<file path="src/rtl/histogram_object_locator.sv">
// Scans a finished frame's X/Y projection histograms, extracts the occupied-span
// bounding box and peak bin per axis, clears the histogram and strobes the result.
module histogram_object_locator #(
  parameter int NUM_BINS  = 256,
  parameter int COUNT_W   = 8,
  parameter int THRESHOLD = 1
) (
  input  logic               clk,
  input  logic               reset,
  input  logic               enable,
  input  logic               ready,
  output logic               readHistogram,
  input  logic [COUNT_W-1:0] xHistogramOut,
  input  logic [COUNT_W-1:0] yHistogramOut,
  input  logic               xValid,
  input  logic               yValid,
  output logic               clearHistogram,
  input  logic               histogramClear,
  output logic [7:0]         xMin,
  output logic [7:0]         xMax,
  output logic [7:0]         yMin,
  output logic [7:0]         yMax,
  output logic [7:0]         xPeak,
  output logic [7:0]         yPeak,
  output logic               objectFound,
  output logic               resultValid,
  output logic               busy
);

  localparam int CNT_W = $clog2(NUM_BINS) + 1;
  localparam logic [CNT_W-1:0]   FULL_CNT = CNT_W'(NUM_BINS);
  localparam logic [CNT_W-1:0]   LAST_BIN = CNT_W'(NUM_BINS - 1);
  localparam logic [COUNT_W-1:0] THRESH   = COUNT_W'(THRESHOLD);

  typedef enum logic [2:0] {
    IDLE     = 3'd0,
    REQUEST  = 3'd1,
    COLLECT  = 3'd2,
    CLEAR    = 3'd3,
    WAIT_CLR = 3'd4,
    DONE     = 3'd5
  } state_t;

  state_t state_r, nextState_s;

  logic [CNT_W-1:0]   xCnt_r, yCnt_r;
  logic [7:0]         xMin_r, xMax_r, xPeak_r, yMin_r, yMax_r, yPeak_r;
  logic [COUNT_W-1:0] xPeakCnt_r, yPeakCnt_r;
  logic               xFound_r, yFound_r;
  logic               xAccept_s, yAccept_s, xDone_s, yDone_s, startScan_s;

  function automatic logic isOccupied(input logic [COUNT_W-1:0] count);
    return count >= THRESH;
  endfunction

  function automatic logic [7:0] binIndex(input logic [CNT_W-1:0] cnt);
    return 8'(cnt);
  endfunction

  // An axis is done once its counter reaches NUM_BINS, including the bin landing this cycle
  assign xAccept_s   = (state_r == COLLECT) && xValid && (xCnt_r != FULL_CNT);
  assign yAccept_s   = (state_r == COLLECT) && yValid && (yCnt_r != FULL_CNT);
  assign xDone_s     = (xCnt_r == FULL_CNT) || (xAccept_s && (xCnt_r == LAST_BIN));
  assign yDone_s     = (yCnt_r == FULL_CNT) || (yAccept_s && (yCnt_r == LAST_BIN));
  assign startScan_s = (state_r == IDLE) && (nextState_s == REQUEST);

  // Next-state logic
  always_comb begin
    nextState_s = state_r;
    case (state_r)
      IDLE:     if (enable && ready) nextState_s = REQUEST; else nextState_s = IDLE;
      REQUEST:  nextState_s = COLLECT;
      COLLECT:  if (xDone_s && yDone_s) nextState_s = CLEAR; else nextState_s = COLLECT;
      CLEAR:    nextState_s = WAIT_CLR;
      WAIT_CLR: if (histogramClear) nextState_s = DONE; else nextState_s = WAIT_CLR;
      DONE:     nextState_s = IDLE;
      default:  nextState_s = IDLE;
    endcase
  end

  // State register; strobes are registered from the next state so they align with it
  always_ff @(posedge clk or negedge reset) begin
    if (!reset) begin
      state_r        <= IDLE;
      readHistogram  <= 1'b0;
      clearHistogram <= 1'b0;
      resultValid    <= 1'b0;
      busy           <= 1'b0;
    end else begin
      state_r        <= nextState_s;
      readHistogram  <= (nextState_s == REQUEST);
      clearHistogram <= (nextState_s == CLEAR);
      resultValid    <= (nextState_s == DONE);
      busy           <= (nextState_s != IDLE);
    end
  end

  // X axis scan accumulator
  always_ff @(posedge clk or negedge reset) begin
    if (!reset) begin
      xCnt_r <= '0; xMin_r <= 8'd0; xMax_r <= 8'd0; xPeak_r <= 8'd0;
      xPeakCnt_r <= '0; xFound_r <= 1'b0;
    end else if (startScan_s) begin
      xCnt_r <= '0; xMin_r <= 8'd0; xMax_r <= 8'd0; xPeak_r <= 8'd0;
      xPeakCnt_r <= '0; xFound_r <= 1'b0;
    end else if (xAccept_s) begin
      if (isOccupied(xHistogramOut)) begin
        if (!xFound_r) xMin_r <= binIndex(xCnt_r);
        xMax_r   <= binIndex(xCnt_r);
        xFound_r <= 1'b1;
      end
      // Strict compare keeps the lowest index on ties
      if (xHistogramOut > xPeakCnt_r) begin
        xPeakCnt_r <= xHistogramOut;
        xPeak_r    <= binIndex(xCnt_r);
      end
      xCnt_r <= xCnt_r + CNT_W'(1);
    end
  end

  // Y axis scan accumulator
  always_ff @(posedge clk or negedge reset) begin
    if (!reset) begin
      yCnt_r <= '0; yMin_r <= 8'd0; yMax_r <= 8'd0; yPeak_r <= 8'd0;
      yPeakCnt_r <= '0; yFound_r <= 1'b0;
    end else if (startScan_s) begin
      yCnt_r <= '0; yMin_r <= 8'd0; yMax_r <= 8'd0; yPeak_r <= 8'd0;
      yPeakCnt_r <= '0; yFound_r <= 1'b0;
    end else if (yAccept_s) begin
      if (isOccupied(yHistogramOut)) begin
        if (!yFound_r) yMin_r <= binIndex(yCnt_r);
        yMax_r   <= binIndex(yCnt_r);
        yFound_r <= 1'b1;
      end
      if (yHistogramOut > yPeakCnt_r) begin
        yPeakCnt_r <= yHistogramOut;
        yPeak_r    <= binIndex(yCnt_r);
      end
      yCnt_r <= yCnt_r + CNT_W'(1);
    end
  end

  // Result registers, loaded on entry to DONE and held until the next frame
  always_ff @(posedge clk or negedge reset) begin
    if (!reset) begin
      xMin <= 8'd0; xMax <= 8'd0; yMin <= 8'd0; yMax <= 8'd0;
      xPeak <= 8'd0; yPeak <= 8'd0; objectFound <= 1'b0;
    end else if (nextState_s == DONE) begin
      xMin        <= xFound_r ? xMin_r : 8'd0;
      xMax        <= xFound_r ? xMax_r : 8'd0;
      yMin        <= yFound_r ? yMin_r : 8'd0;
      yMax        <= yFound_r ? yMax_r : 8'd0;
      xPeak       <= xPeak_r;
      yPeak       <= yPeak_r;
      objectFound <= xFound_r && yFound_r;
    end
  end

endmodule

</file>
<file path="config.mk">
export PLATFORM = sky130hd
export DESIGN_NAME = histogram_object_locator
export DESIGN_NICKNAME = d
export VERILOG_FILES = /design/src/rtl/histogram_object_locator.sv
export SDC_FILE = /design/constraint.sdc
export NUM_CORES = 1
export LEC_CHECK = 0
export CELL_PAD_IN_SITES_DETAIL_PLACEMENT = 0
export CELL_PAD_IN_SITES_GLOBAL_PLACEMENT = 1
export CORE_MARGIN = 2
export CORE_UTILIZATION = 35
export DETAILED_ROUTE_END_ITERATION = 10
export PLACE_DENSITY_LB_ADDON = 0.1
export SLEW_MARGIN = 20
export SYNTH_ARGS = -nofsm -noshare
export SYNTH_HDL_FRONTEND = slang
export SYNTH_SLANG_ARGS = --single-unit
</file>
<file path="constraint.sdc">
create_clock -name clk -period 7.35 [get_ports clk]
set_clock_uncertainty 0.2 [all_clocks]
set_input_delay 0.735 -clock clk [delete_from_list [all_inputs] [get_ports clk]]
set_output_delay 0.735 -clock clk [all_outputs]
set_load 0.02 [all_outputs]
</file>
Word level (Yosys, flattened, before mapping)
Cells that the tools add are included.
{"block": "word_totals", "ff_bits": 140, "output_inout_bits": 53, "elab_cells": 115}
{"block": "op_classes", "add_sub_neg": 2, "n_lt_le_gt_ge": 4, "n_eq_ne": 15, "n_mux": 44, "n_reduce_logical": 26}
{"op": "$mux 8", "n": 30}
{"op": "$mux 9", "n": 4}
{"op": "$add 9x1->9 const B", "n": 2}
{"op": "$eq 9x8->1 const B", "n": 2}
{"op": "$eq 9x9->1 const B", "n": 2}
{"op": "$ne 9x9->1 const B", "n": 2}
{"op": "$ge 8x1->1 const B", "n": 2}
{"op": "$gt 8x8->1", "n": 2}
{"op": "$pmux 3 s5", "n": 1}
{"op": "$reduce_bool 2->1", "n": 6}
{"op": "$logic_and 1x1->1", "n": 10}
{"op": "$eq 3x2->1 const B", "n": 3}
{"op": "$mux 1", "n": 9}
{"op": "$reduce_and 2->1", "n": 4}
{"op": "$eq 3x1->1 const B", "n": 2}
{"op": "$eq 3x3->1 const B", "n": 2}
{"op": "$reduce_and 3->1", "n": 2}
{"op": "$ne 2x1->1 const B", "n": 2}
{"op": "$logic_not 3->1", "n": 1}
{"op": "$reduce_bool 3->1", "n": 1}
{"op": "$logic_or 1x1->1", "n": 2}

Depth between registers and ports, before layout
{"block": "logic_depth", "depth_word": 12, "mapped_depth": 10, "depth_no_buf": 9}

Least setup slack after synthesis
No wires, ideal clock.
{"block": "synth_timing", "path_kind": "input-to-reg", "from": "in yHistogramOut[1]", "to": "reg yPeakCnt_r[6]", "arrival_ps": 2164, "required_time_ps": 7025, "slack_ps": 4861, "path_stages": 7, "path_buffers": 1, "cell_sequence": "ha_1 > nor2b_1 > o211ai_1 > a21oi_1 > o221ai_4 > buf_6 > mux2_4"}
{"block": "synth_between", "elab_chain_cells": 3}
{"item": "from (decl)", "line_no": "14", "source": "input logic [COUNT_W-1:0] yHistogramOut,"}
{"item": "$gt 8x8->1", "line_no": "135", "source": "if (yHistogramOut > yPeakCnt_r) begin"}
{"item": "$reduce_bool 2->1 (no source line)"}
{"item": "$reduce_and 2->1 (no source line)"}
{"item": "to (signal assigned)", "line_no": "136", "source": "yPeakCnt_r <= yHistogramOut;"}
{"item": "to (decl)", "line_no": "48", "source": "logic [COUNT_W-1:0] xPeakCnt_r, yPeakCnt_r;"}
Every way passes these cells.
A chain may end at the register's enable or synchronous reset.

Worst setup path in the final report
{"block": "layout_timing", "from": "in yHistogramOut[1]", "to": "reg yPeakCnt_r[1]"}
{"block": "layout_between", "elab_chain_cells": 3, "elab_cells_between_ends": 6, "cone_classes": "order compare: 1; mux: 3; reduce/logical: 2"}
{"item": "$gt 8x8->1 or $mux 8 (tied branches)", "line_no": "135"}
{"item": "$reduce_bool 2->1 (no source line) or $mux 8 (tied branches)"}
{"item": "$reduce_and 2->1 (no source line) or $mux 8 (tied branches)"}
Parallel ways exist; a longest one is shown, timed or not. The select of a mux whose other input is x is not followed.

==> impl_metrics.csv <==
group,metric,value,unit
detailed_routing,remaining_drc_errors,0,
sta,maxSlewViolCount,0,
power,power.switching,0.000906,W
synthesis,synth_commonest_cells,"140 x dfrtp_1, 118 x nand2_1, 49 x nor2_1",
die,core,0.0178,mm2
final_layout,syn_to_final_growth,22.8,%
power,p_seq_frac,0.416,
clock_network,cts.root.buffer_cell,"clkbuf_16",
power,cellInternalPower,0.00177,W
worst_setup_path,critPathKind,"input pin to flip-flop",
clock_network,post-cts-setup-buffer-count,0,
clock_network,clkLatencyLatePin,0.41,ns
sta,relSlewSlack,0.445,
synthesis,synth_ff_type,"dfrtp_1",
clock_network,clockBufferDepth,2,
synthesis,synth_mux_area_frac,0.106,
synthesis,ys_warn_count,0,
synthesis,synth_edf_count,0,
place,place.gp.congestion,0.801,
clock_network,htreeDepth,4,
power,pwr-share-comb,0.304,
synthesis,synth.distinct_cells,35,
synthesis,netlist_area,0.00633,mm2
synthesis,synth_top_family_by_area,"simple AND/OR/NAND/NOR gates",
worst_setup_path,critPathArrivalTime,2.91,ns
synthesis,async_reset_ff_frac,1.00,
synthesis,synth_area_per_cell,10.4,um2
global_route,track_usage,0.154,
detailed_routing,postRouteAntennaNets,0,
power,power.density,343,mW/mm2
clock_network,cts_hold_buf,0,
sta,tns,0,ns
detailed_routing,drt_iter0_drc,189,
worst_setup_path,cp-start-kind,"input pin",
clock_network,cts_resized,0,
global_route,grt_first_pass_wirelength,23.7,mm
detailed_routing,routed_wl,13.8,mm
detailed_routing,via_per_inst,4.78,
sta,finalSetupViolations,0,
synthesis,synthCells,611,
min_path,worstHoldPathType,"input pin to asynchronous set/reset pin",
global_route,overflow,0,
sta,max_freq,355,MHz
sta,worst_slew_pin_slew,0.833,ns
detailed_routing,routedWlPerCell,15.0,um
final_layout,drive_gt1_frac,0.0871,
run_status,status,"finished clean",
flow_run,drv_cap,0,
synthesis,ys_seq_area_frac,0.553,
worst_setup_path,required,7.45,ns
place,place_ws,4.10,ns
sta,rsz0062_at_grt,"false",
clock_network,cts_tree,"built",
power,p_leak,3.72,nW
worst_setup_path,crit_path_end_kind,"flip-flop",
global_route,grt_max_degree,88,
synthesis,synth_top_area_frac,0.553,
sta,period_needed,2.82,ns
die,rows,49,
power,clock_power_share,0.279,
synthesis,synth_compound_area_frac,0.0743,
sta,worst_slack,4.53,ns
synthesis,synthAdderAreaFrac,0.0435,
synthesis,synth_simple_gate_area_frac,0.154,
clock_network,cts_buffers,17,
die,die-area,0.0192,mm2
global_route,first_global_vias,4451,
power,ir_worst_vdd,0.000180,V
detailed_routing,via_count,4385,
place,dp_hpwl,9.37,mm
detailed_routing,dr.pass1.iters,4,
die,die_w,139,um
synthesis,syn_nets,656,
clock_network,clock_sinks,140,
synthesis,synth_xor_area_frac,0.0207,
final_layout,antennaDiodeCount,0,
place,portBuffers,75,
die,die_h,139,um
synthesis,yosysMostFrequentCell,"dfrtp_1",
worst_setup_path,critPathMaxFanout,16,
die,ios,76,
synthesis,ys_ff_latch,140,
final_layout,top_regs,"xCnt_r: 9 flops, yCnt_r: 9 flops",
global_route,grt_antenna_before_repair,0,
power,switching_share,0.339,
die,initial_core_util,0.355,
synthesis,synth_area_leader_cell,"dfrtp_1",
sta,period_share,0.383,
synthesis,synth.area.top_cells,"dfrtp_1 55%, nand2_1 7.0%, mux2i_1 6.5%, ha_1 4.3%, mux2_2 3.9%",
clock_network,clk_pin_slew,0.06,ns
sta,hold_viol,0,
final_layout,layout.nets,725,
cells in the final DEF (no fill, tap or decap), types with 17 or more instances in the layout:
master / Yosys / layout
dfrtp_1: 140 / 140
nand2_1: 118 / 118
clkdlybuf4s50_1: 0 / 74
nor2_1: 49 / 49
inv_1: 45 / 45
mux2i_1: 41 / 41
o21ai_0: 33 / 33
a21oi_1: 26 / 26
nand3_1: 25 / 24
mux2_2: 22 / 22
ha_1: 22 / 22
clkbuf_16: 0 / 17
layer usage:
| layer | vias up | share of wire | track usage |
|---|---|---|---|
| met5 | - | 0 | 0 |
| met1 | 2094 | 0.52 | 0.229 |
| met3 | 19 | 0.046 | 0.0384 |
| met2 | 89 | 0.42 | 0.220 |
| li1 | 2183 | - | - |
| met4 | 0 | 0.019 | 0.0542 |
worst max-delay path: stages:
cell             delay (ns)
clkdlybuf4s50_1        0.45
ha_1                   0.32
nor2b_1                0.13
o211ai_1               0.15
a21oi_1                0.12
o221ai_4               0.60
mux2_2                 0.40
cells by family (layout without fill, tap and decap cells):
logic type / after synthesis / count (layout)
adder cells (fa/ha/maj): 22 / 22
AO/OA/AOI/OAI: 73 / 73
flip-flops: 140 / 140
buffers and inverters: 73 / 151
multiplexers: 64 / 64
XOR/XNOR: 15 / 15
AND/OR/NAND/NOR: 224 / 224
worst paths after layout:
path	startpoint	endpoint	slack, ns	depth (start not counted)
setup / recovery	yHistogramOut[1]	yPeakCnt_r[1]	4.53	7
hold / removal	reset	xMax_r[6]	0.15	1
min in group clk	xMax[4]	xMax[4]	0.27	2
hold reg to reg	xMax[4]	xMax[4]	0.27	2
setup reg to reg	state_r[1]	yPeakCnt_r[2]	4.66	7
max in group asynchronous	reset	xMax_r[3]	5.61	2
power groups by stage:
stage | Combinational, W | Clock [W] | Sequential (W)
after floorplan | 0.000478 | 0 | 0.00115
after global placement | 0.000805 | 0 | 0.00112
after detailed placement | 0.000823 | 0 | 0.00113
after CTS | 0.000827 | 0.000767 | 0.00112
after global routing | 0.000915 | 0.000808 | 0.00114
final | 0.000813 | 0.000746 | 0.00111
layout make-up:
type / instances / area (um2)
inverters: 45 / 169
fillers: 1693 / 10100
repair buffers: 78 / 774
well taps: 229 / 287
clock buffers: 25 / 485
clock inverters: 3 / 15.0
flip-flops and latches: 140 / 3500
multi-input cells: 398 / 2540
through the flow:
stage          hold slack [ns]  cells  power, W   util  area (um2)
5_1_grt                  0.269    918   0.00287  0.436        7780
2_1_floorplan            0.239    611   0.00163      -        6330
3_5_place_dp             0.271    890   0.00195  0.408        7280
3_3_place_gp             0.267    890   0.00193  0.407        7270
4_1_cts                  0.212    918   0.00271  0.436        7780
6_report                 0.148    918   0.00267  0.436        7780
No activity file was read; power rests on OpenSTA's default activity.
